<file path="src/rtl/trig_id_receiver_pkg.sv">
// -----------------------------------------------------------------------------
// trig_id_receiver_pkg
//   Shared types and constants for the trigger-ID receiver.
//   - fsm_state_t : capture state machine encoding (IDLE / CAPTURE)
//   - DROP_CNT_W  : width of the saturating dropped-ID counter
//   - clog2()     : ceiling log2, usable in parameter and port-width expressions
// -----------------------------------------------------------------------------
package trig_id_receiver_pkg;

  typedef enum logic {
    IDLE    = 1'b0,
    CAPTURE = 1'b1
  } fsm_state_t;

  localparam int DROP_CNT_W = 8;

  // Smallest r with 2**r >= value; clog2(1) = 0.
  function automatic int clog2(input int value);
    int r;
    r = 0;
    while ((1 << r) < value) begin
      r = r + 1;
    end
    return r;
  endfunction

endpackage

</file>
<file path="src/rtl/trig_id_receiver_id_fifo.sv">
// -----------------------------------------------------------------------------
// id_fifo
//   Circular buffer for completed trigger IDs. Pointers carry one extra bit
//   above the address so that full and empty are distinguishable; both wrap in
//   natural binary. The head word is read combinationally so that a word is
//   visible in the same cycle the buffer becomes non-empty, and it reads as 0
//   while the buffer is empty.
//
// Ports
//   clk      in   clock
//   reset    in   synchronous active-high reset, empties the buffer
//   push_i   in   write wdata_i (dropped when full unless a pop happens too)
//   wdata_i  in   WIDTH  word to write
//   pop_i    in   discard head word (ignored when empty)
//   full_o   out  DEPTH words stored
//   empty_o  out  no words stored
//   level_o  out  clog2(DEPTH)+1  number of stored words
//   rdata_o  out  WIDTH  head word, 0 when empty
// -----------------------------------------------------------------------------
module id_fifo
  import trig_id_receiver_pkg::*;
#(
  parameter int WIDTH = 16,
  parameter int DEPTH = 8
) (
  input  logic                   clk,
  input  logic                   reset,
  input  logic                   push_i,
  input  logic [WIDTH-1:0]       wdata_i,
  input  logic                   pop_i,
  output logic                   full_o,
  output logic                   empty_o,
  output logic [clog2(DEPTH):0]  level_o,
  output logic [WIDTH-1:0]       rdata_o
);

  localparam int AW = clog2(DEPTH);

  logic [WIDTH-1:0] mem_q [DEPTH];
  logic [AW:0]      wr_ptr_q;
  logic [AW:0]      rd_ptr_q;
  logic [AW:0]      wr_ptr_d;
  logic [AW:0]      rd_ptr_d;
  logic             pop_en;
  logic             push_en;

  assign empty_o = (wr_ptr_q == rd_ptr_q);
  assign full_o  = (wr_ptr_q[AW] != rd_ptr_q[AW]) &&
                   (wr_ptr_q[AW-1:0] == rd_ptr_q[AW-1:0]);
  assign level_o = wr_ptr_q - rd_ptr_q;

  // A pop frees a slot in the same cycle, so a push into a full buffer
  // succeeds when it coincides with a pop.
  assign pop_en  = pop_i && !empty_o;
  assign push_en = push_i && (!full_o || pop_en);

  assign wr_ptr_d = push_en ? wr_ptr_q + 1'b1 : wr_ptr_q;
  assign rd_ptr_d = pop_en  ? rd_ptr_q + 1'b1 : rd_ptr_q;

  always_ff @(posedge clk) begin
    if (reset) begin
      wr_ptr_q <= '0;
      rd_ptr_q <= '0;
    end else begin
      wr_ptr_q <= wr_ptr_d;
      rd_ptr_q <= rd_ptr_d;
    end
  end

  // Storage carries no reset; its content is only visible through rd_ptr_q.
  always_ff @(posedge clk) begin
    if (push_en) begin
      mem_q[wr_ptr_q[AW-1:0]] <= wdata_i;
    end
  end

  assign rdata_o = empty_o ? '0 : mem_q[rd_ptr_q[AW-1:0]];

endmodule

</file>
<file path="src/rtl/trig_id_receiver.sv">
// -----------------------------------------------------------------------------
// trig_id_receiver
//   Captures serial trigger IDs framed by a rising edge of trig_sync and
//   clocked in by bit_strobe, buffers completed IDs for readout and raises
//   interrupt while any ID is waiting. Captures that stall (no strobe within
//   TIMEOUT_CYCLES) or are cut short by a new trigger are aborted and counted;
//   completed IDs that find the buffer full are dropped and counted.
//
// Ports
//   clk           in   sampling clock
//   reset         in   synchronous active-high reset
//   trig_sync     in   trigger level, synchronised; rising edge starts capture
//   id_bit_sync   in   serial ID data, synchronised
//   bit_strobe    in   one-cycle pulse qualifying id_bit_sync
//   rd_pop        in   consume the head ID (ignored when rd_valid=0)
//   err_clear     in   clear sticky flags and drop_count
//   rd_valid      out  at least one ID buffered
//   rd_data       out  ID_WIDTH  head ID, 0 when empty
//   fill_level    out  clog2(FIFO_DEPTH)+1  number of buffered IDs
//   interrupt     out  same as rd_valid
//   overflow_err  out  sticky: completed ID dropped on a full buffer
//   frame_err     out  sticky: capture aborted by timeout or retrigger
//   drop_count    out  8  saturating count of lost IDs
// -----------------------------------------------------------------------------
module trig_id_receiver
  import trig_id_receiver_pkg::*;
#(
  parameter int ID_WIDTH       = 16,
  parameter int FIFO_DEPTH     = 8,
  parameter int MSB_FIRST      = 1,
  parameter int TIMEOUT_CYCLES = 64
) (
  input  logic                        clk,
  input  logic                        reset,
  input  logic                        trig_sync,
  input  logic                        id_bit_sync,
  input  logic                        bit_strobe,
  input  logic                        rd_pop,
  input  logic                        err_clear,
  output logic                        rd_valid,
  output logic [ID_WIDTH-1:0]         rd_data,
  output logic [clog2(FIFO_DEPTH):0]  fill_level,
  output logic                        interrupt,
  output logic                        overflow_err,
  output logic                        frame_err,
  output logic [DROP_CNT_W-1:0]       drop_count
);

  localparam int CNT_W = clog2(ID_WIDTH) + 1;
  localparam int TMR_W = clog2(TIMEOUT_CYCLES) + 1;

  // ---------------------------------------------------------------------------
  // Capture datapath
  // ---------------------------------------------------------------------------
  fsm_state_t           state_q;
  logic                 trig_q;
  // Only ID_WIDTH-1 bits are ever held: the final bit goes straight from
  // id_bit_sync into the pushed word.
  logic [ID_WIDTH-2:0]  shift_q;
  logic [CNT_W-1:0]     bit_cnt_q;
  logic [TMR_W-1:0]     timer_q;

  logic                 trig_edge;
  logic                 last_bit;
  logic                 timeout_hit;
  logic                 in_capture;
  logic                 push;
  logic                 abort;
  logic [ID_WIDTH-1:0]  word_in;
  logic [ID_WIDTH-2:0]  shift_d;

  assign trig_edge   = trig_sync && !trig_q;
  assign in_capture  = (state_q == CAPTURE);
  assign last_bit    = (bit_cnt_q == CNT_W'(ID_WIDTH - 1));
  assign timeout_hit = (timer_q == TMR_W'(TIMEOUT_CYCLES - 1));

  // A trigger edge always wins over a strobe in the same cycle.
  assign push  = in_capture && !trig_edge && bit_strobe && last_bit;
  assign abort = in_capture && (trig_edge || (!bit_strobe && timeout_hit));

  // Bit order: the word that would result from shifting the current bit in.
  generate
    if (MSB_FIRST != 0) begin : g_msb_first
      assign word_in = {shift_q, id_bit_sync};
      assign shift_d = word_in[ID_WIDTH-2:0];
    end else begin : g_lsb_first
      assign word_in = {id_bit_sync, shift_q};
      assign shift_d = word_in[ID_WIDTH-1:1];
    end
  endgenerate

  always_ff @(posedge clk) begin
    if (reset) begin
      state_q   <= IDLE;
      trig_q    <= 1'b0;
      shift_q   <= '0;
      bit_cnt_q <= '0;
      timer_q   <= '0;
    end else begin
      trig_q <= trig_sync;
      case (state_q)
        IDLE: begin
          if (trig_edge) begin
            state_q   <= CAPTURE;
            shift_q   <= '0;
            bit_cnt_q <= '0;
            timer_q   <= '0;
          end
        end
        CAPTURE: begin
          if (trig_edge) begin
            // Retrigger: restart the capture from scratch.
            shift_q   <= '0;
            bit_cnt_q <= '0;
            timer_q   <= '0;
          end else if (bit_strobe) begin
            shift_q <= shift_d;
            timer_q <= '0;
            if (last_bit) begin
              state_q   <= IDLE;
              bit_cnt_q <= '0;
            end else begin
              bit_cnt_q <= bit_cnt_q + 1'b1;
            end
          end else if (timeout_hit) begin
            state_q   <= IDLE;
            bit_cnt_q <= '0;
            timer_q   <= '0;
          end else begin
            timer_q <= timer_q + 1'b1;
          end
        end
        default: begin
          state_q <= IDLE;
        end
      endcase
    end
  end

  // ---------------------------------------------------------------------------
  // Buffer
  // ---------------------------------------------------------------------------
  logic fifo_full;
  logic fifo_empty;

  id_fifo #(
    .WIDTH (ID_WIDTH),
    .DEPTH (FIFO_DEPTH)
  ) u_fifo (
    .clk     (clk),
    .reset   (reset),
    .push_i  (push),
    .wdata_i (word_in),
    .pop_i   (rd_pop),
    .full_o  (fifo_full),
    .empty_o (fifo_empty),
    .level_o (fill_level),
    .rdata_o (rd_data)
  );

  assign rd_valid  = !fifo_empty;
  assign interrupt = rd_valid;

  // ---------------------------------------------------------------------------
  // Error flags and drop counter
  // ---------------------------------------------------------------------------
  logic                  overflow_err_q;
  logic                  overflow_err_d;
  logic                  frame_err_q;
  logic                  frame_err_d;
  logic [DROP_CNT_W-1:0] drop_cnt_q;
  logic [DROP_CNT_W-1:0] drop_cnt_d;
  logic [DROP_CNT_W-1:0] drop_base;
  logic                  overflow_evt;
  logic                  drop_evt;

  // rd_pop while full is always a real pop, so it always makes room.
  assign overflow_evt = push && fifo_full && !rd_pop;
  assign drop_evt     = overflow_evt || abort;

  // err_clear clears first; an event in the same cycle is then applied on top.
  always_comb begin
    overflow_err_d = overflow_evt || (overflow_err_q && !err_clear);
    frame_err_d    = abort || (frame_err_q && !err_clear);
    drop_base      = err_clear ? '0 : drop_cnt_q;
    drop_cnt_d     = drop_base;
    if (drop_evt && (drop_base != {DROP_CNT_W{1'b1}})) begin
      drop_cnt_d = drop_base + 1'b1;
    end
  end

  always_ff @(posedge clk) begin
    if (reset) begin
      overflow_err_q <= 1'b0;
      frame_err_q    <= 1'b0;
      drop_cnt_q     <= '0;
    end else begin
      overflow_err_q <= overflow_err_d;
      frame_err_q    <= frame_err_d;
      drop_cnt_q     <= drop_cnt_d;
    end
  end

  assign overflow_err = overflow_err_q;
  assign frame_err    = frame_err_q;
  assign drop_count   = drop_cnt_q;

endmodule

</file>
<file path="config.mk">
export PLATFORM = sky130hd
export DESIGN_NAME = trig_id_receiver
export DESIGN_NICKNAME = d
export VERILOG_FILES = /design/src/rtl/trig_id_receiver_pkg.sv /design/src/rtl/trig_id_receiver_id_fifo.sv /design/src/rtl/trig_id_receiver.sv
export SDC_FILE = /design/constraint.sdc
export NUM_CORES = 1
export LEC_CHECK = 0
export ABC_AREA = 1
export BUFFER_PORTS_ARGS = -buffer_cell sky130_fd_sc_hd__buf_4
export CAP_MARGIN = 40
export CORE_UTILIZATION = 45
export DETAILED_ROUTE_END_ITERATION = 16
export REMOVE_ABC_BUFFERS = 1
export SYNTH_ARGS = -nofsm -noshare
export SYNTH_HDL_FRONTEND = slang
export SYNTH_SLANG_ARGS = --single-unit
</file>
<file path="constraint.sdc">
create_clock -name clk -period 2.8 [get_ports clk]
set_input_delay 0.28 -clock clk [delete_from_list [all_inputs] [get_ports clk]]
set_output_delay 0.28 -clock clk [all_outputs]
set_load 0.05 [all_outputs]
</file>
* After elaboration in Yosys (flattened, before gate mapping)
Memory sizes are Yosys's and may differ from the RTL's. A register that Yosys moved wholly into a read port is not among the register bits.
Index checks and enable logic that the tools add are counted.
Widths: inputs -> output; s select.
** Operators by class
- Bitwise logic cells :: 1
- Eq/ne operators :: 9
- Reduce and logical (&&, ||, !) cells :: 28
- $add $sub $neg :: 6
- Multiplexer cells :: 28
** Operator list (count)
- $mux 15 :: 3
- $pmux 15 s2 :: 1
- $mux 7 :: 4
- $mux 5 :: 5
- $mux 16 :: 1
- $mux 8 :: 2
- $logic_and 1x1->1 :: 14
- $pmux 7 s2 :: 1
- $pmux 5 s2 :: 1
- $add 4x1->4 const B :: 2
- $add 8x1->8 const B :: 1
- $ne 8x8->1 const B :: 1
- $add 7x1->7 const B :: 1
- $eq 7x6->1 const B :: 1
- $logic_not 1->1 :: 7
- $mux 1 :: 7
- $mux 3 :: 2
- $add 5x1->5 const B :: 1
- $eq 5x4->1 const B :: 1
- $logic_or 1x1->1 :: 5
- $eq 4x4->1 :: 1
- $ne 4x2->1 const B :: 1
- $reduce_and 2->1 :: 2
- $sub 4x4->4 :: 1
- 6 further kinds :: 6
** Word-level totals
- Input port bits :: 7
- Memories kept :: 1
- Word-level logic and storage cells :: 83
- RAM bits :: 128
- Register bits :: 47
** Memories
- u_fifo.mem_q :: depth 8, width 16, rd ports 1, clocked after memory_dff 1, wr ports 1, RTL line trig_id_receiver_id_fifo.sv:39 : logic [WIDTH-1:0] mem_q [DEPTH];

* Longest topological paths before layout
- Word-level depth :: 11
- Gate-level depth with buffers :: 10
- Depth with buffers taken out :: 10

* By module
Synthesis repeated with hierarchy kept, for this count alone.
** Unflattened totals
- Cells, all modules :: 762
- Area total of the unflattened synthesis :: 7651.1 sq um
** By module, submodules not included
- id_fifo :: sequential area each 4063.9 sq um, times used 1, cells each 508, area each 5806.8 sq um
- trig_id_receiver :: sequential area each 780.7 sq um, times used 1, cells each 254, area each 1844.3 sq um

* Least setup slack after synthesis
No wires, ideal clock.
- Kind :: register to register
- Start :: register u_fifo.rd_ptr_q[1]
- End :: memory u_fifo.mem_q[4][0] (enable)
- Required time :: 2.391 ns
- Path buffers :: 0
- Arrival :: 2.359 ns
- Slack :: 0.032 ns
- Stages on the path, launching flop included :: 8
- Path through :: dfxtp_1 -> inv_1 -> ha_1 -> nand3_2 -> nor3_4 -> nor2_4 -> nand2_1 -> nor3_1
** Between the ends
- Longest elaborated chain between the ends :: 7
** RTL lines
- from (decl) :: RTL line trig_id_receiver_id_fifo.sv:41 : logic [AW:0] rd_ptr_q;
- from (signal assigned) :: RTL line trig_id_receiver_id_fifo.sv:66 : rd_ptr_q <= rd_ptr_d;
- $eq 4x4->1 or $eq 3x3->1 (tied branches) :: RTL line trig_id_receiver_id_fifo.sv:47, trig_id_receiver_id_fifo.sv:49
- $logic_not 1->1 or $logic_and 1x1->1 (tied branches) :: RTL line trig_id_receiver_id_fifo.sv:54, trig_id_receiver_id_fifo.sv:48
- $logic_and 1x1->1 or $logic_not 1->1 (tied branches) :: RTL line trig_id_receiver_id_fifo.sv:54, trig_id_receiver_id_fifo.sv:55
- $logic_or 1x1->1 (*) :: RTL line trig_id_receiver_id_fifo.sv:55 : assign push_en = push_i && (!full_o || pop_en);
- $logic_and 1x1->1 (*) :: RTL line trig_id_receiver_id_fifo.sv:55
- $mux 1 (*) :: RTL line trig_id_receiver_id_fifo.sv:72 : if (push_en) begin
- $mux 1 (not written as such) (*) :: RTL line trig_id_receiver_id_fifo.sv:73 : mem_q[wr_ptr_q[AW-1:0]] <= wdata_i;
- to (decl) :: RTL line trig_id_receiver_id_fifo.sv:39
Mark *: on every way between the ends. The rest lies on a longest branch, timed or not.

* Final worst setup path
- Start :: register u_fifo.rd_ptr_q[1]
- End :: output port rd_data[15]
** Between the ends
- Longest elaborated chain between the ends :: 2
** RTL lines
- $eq 4x4->1 :: RTL line trig_id_receiver_id_fifo.sv:47 : assign empty_o = (wr_ptr_q == rd_ptr_q);
- $mux 16 :: RTL line trig_id_receiver_id_fifo.sv:77 : assign rdata_o = empty_o ? '0 : mem_q[rd_ptr_q[AW-1:0]];
- to (decl) :: RTL line trig_id_receiver.sv:41 : output logic [ID_WIDTH-1:0] rd_data,
No other way between the ends.

==> flow_summary_export.csv <==
group,metric,value,unit
outcome,status,"finished clean",
timing,rsz0062_at_grt,"false",
critical_path,required,2520,ps
floorplanning,die_x,130.5,µm
logic_synthesis,synth-edff-count,128,
timing,finClkSkew,8.131,ps
pwr,clockPowerShare,39.9,%
pwr,leakage,0.003177,µW
logic_synthesis,syn_inst,705,
cells_and_area,syn_to_final_growth,16.14,%
logic_synthesis,yosysWarningCount,0,
timing,holdWs,74.68,ps
clock_tree,cts-root-buf,"clkbuf_16",
floorplanning,start_util,46.40,%
logic_synthesis,seq_area_frac_synth,65.25,%
clock_tree,path_clk_slew,70,ps
logic_synthesis,yosys_register_bits,178,
global_routing,antenna_found_initial,0,
critical_path,critPathMaxFanout,12,
critical_path,critical_path_arrival,2320,ps
pwr,p_sw,1445,µW
clock_tree,ctsResizeCount,0,
logic_synthesis,synth_area,7425,µm²
logic_synthesis,yosysUniqueCellTypes,39,
cells_and_area,stdcell_area,8623,µm²
pwr,power_density,669.7,nW/µm²
placement,place_area,8041,µm²
clock_tree,postCtsSetupBuffers,0,
clock_tree,htree_levels,4,
logic_synthesis,avgSynthCellArea,10.53,µm²
clock_tree,clkLatencyLatePin,420,ps
floorplanning,pin_count,39,
clock_tree,cts.sinks,178,
drt,routed-via-count,5086,
timing,fmax,384.8,MHz
pwr,p_comb_share,11.2,%
timing,period_minus_slack,2598,ps
global_routing,grt_max_degree,41,
clock_tree,tritoncts,"yes",
floorplanning,core_area,16000,µm²
drt,dr.pass1.iters,4,
logic_synthesis,async_flop_share,0,%
cells_and_area,drive_gt1_share,17.12,%
pwr,peakVddDrop,0.0004385,V
drt,drcViolationCount,0,
hold_path,hold_class,"input port to flip-flop",
drt,detail_route.vias_per_cell,5.185,
timing,hold_violations,0,
drt,wl_per_cell,16.02,µm
critical_path,start_kind,"flip-flop",
global_routing,grt-ovfl-total,0,
drt,drt-total-wl,15720,µm
cells_and_area,nets,768,
critical_path,crit_type,"flip-flop to output port",
drt,ant_nets,0,
floorplanning,die_y,130.5,µm
floorplanning,dieArea,17020,µm²
drt,drtIter0Drc,324,
flow_run,maxCapViolations,0,
placement,post-place-ws,572.5,ps
cells_and_area,final_cell_mix,"129 x nor2_1, 128 x edfxtp_1, 85 x nand2_1",
timing,setup_violations,0,
cells_and_area,layout_commonest_cell,"nor2_1",
floorplanning,placementRows,46,
global_routing,grt_pass1_vias,4882,
placement,hpwlAfterDp,9717,µm
clock_tree,clk_path_buf_depth,2,
pwr,swShare,25.02,%
cells_and_area,diodes,0,
timing,worst_pin_slew,707.9,ps
placement,io_buffer_count,38,
global_routing,track_usage,20.10,%
critical_path,critPathCaptureType,"output port",
timing,slew_violations,0,
pwr,p_seq_share,48.9,%
timing,tns,0,ps
logic_synthesis,synth_top_flop_cell,"edfxtp_1",
timing,fin_ws,201.6,ps
pwr,p_int,4330,µW
timing,slew-limit-headroom,52.75,%
global_routing,grt_pass1_wl,25270,µm
placement,place.gp.congestion,0.8065,
timing,min_period_over_period,92.80,%
clock_tree,cts_buffers,17,
clock_tree,cts-hold-fix-buffers,0,
power groups by stage:
| stage | sequential [µW] | clock [µW] | combinational (µW) |
|---|---|---|---|
| floorplan | 2900 | 0 | 400 |
| finish | 2820 | 2300 | 648 |
| global route | 2830 | 2460 | 709 |
| CTS | 2820 | 2360 | 657 |
| global placement | 2880 | 0 | 648 |
| detailed placement | 2880 | 0 | 654 |
metal layers:
metal | vias to the layer above | share of wire, % | global-route usage [%]
met5 | - | 0 | 0
met4 | 0 | 0.88 | 6.491
met3 | 10 | 4.2 | 3.909
met2 | 94 | 51 | 34.67
met1 | 2449 | 44 | 25.55
li1 | 2533 | - | -
metrics by stage:
stage	total power (µW)	instances	util [%]
2_1_floorplan	3303	675	-
3_3_place_gp	3529	949	50.26
3_5_place_dp	3536	949	50.26
4_1_cts	5841	981	53.88
5_1_grt	5991	981	53.89
6_report	5775	981	53.89
synthesized netlist by cell type (2+ instances only):
master / instances / share of area (%)
dfxtp_1: 50 / 13
clkbuf_1: 14 / 0.71
inv_2: 8 / 0.40
xnor2_1: 3 / 0.35
nand3_2: 2 / 0.27
buf_4: 2 / 0.20
inv_1: 33 / 1.7
nor3_1: 8 / 0.54
ha_1: 8 / 1.3
nand2_1: 85 / 4.3
buf_1: 2 / 0.10
buf_2: 11 / 0.74
a21oi_2: 4 / 0.47
o21ai_0: 76 / 5.1
a31oi_1: 16 / 1.3
nand2_2: 3 / 0.25
o21ai_1: 27 / 1.8
nand2_4: 3 / 0.45
nand3_1: 24 / 1.6
edfxtp_1: 128 / 52
xor2_1: 8 / 0.94
nor2_2: 4 / 0.34
nor2_1: 129 / 6.5
nor2_4: 2 / 0.30
a21oi_1: 41 / 2.8
flip-flops by register name (all words and copies together), names as in the netlist, named ones only:
| name | count |
|---|---|
| u_fifo.mem_q | 128 |
| shift_q | 15 |
| drop_count | 8 |
| timer_q | 7 |
| bit_cnt_q | 5 |
| u_fifo.rd_ptr_q | 4 |
| u_fifo.wr_ptr_q | 4 |
| frame_err | 1 |
| in_capture | 1 |
| overflow_err | 1 |
| trig_q | 1 |
final timing paths:
path | from | end | slack [ps] | cells past startpoint
max | u_fifo.rd_ptr_q[1]$_SDFFE_PP0P_ | rd_data[15] | 200 | 7
min reg2reg | timer_q[6]$_SDFFE_PP0P_ | timer_q[6]$_SDFFE_PP0P_ | 470 | 2
max reg2reg | u_fifo.rd_ptr_q[2]$_SDFFE_PP0P_ | u_fifo.mem_q[0][12]$_DFFE_PP_ | 620 | 8
min | trig_sync | trig_q$_SDFF_PP0_ | 70 | 3
worst max-delay path, cell delays in order (launching register included):
cell	delay (ps)
dfxtp_1	400
inv_1	90
ha_1	350
nand4_2	260
buf_4	270
o21ai_0	130
a31oi_1	180
buf_4	220
cell families after synthesis:
group	count (synthesis)	share of synthesized area, %
buffers and inverters	72	4.061
AOI/OAI and AO/OA	167	11.83
adders and majority gates	9	1.618
and+or+nand+nor	268	15.94
xor gates and xnor gates	11	1.298
DFF	178	65.25
layout make-up:
class / instances / area, µm²
Clock inverter: 12 / 132.6
Fill cell: 1424 / 7377
Timing Repair Buffer: 58 / 447.9
Sequential cell: 178 / 4848
Inverter: 42 / 158.9
Clock buffer: 20 / 446.7
Multi-Input combinational cell: 455 / 2318
Tap cell: 216 / 270.3
(Power assumes the default switching activity.)
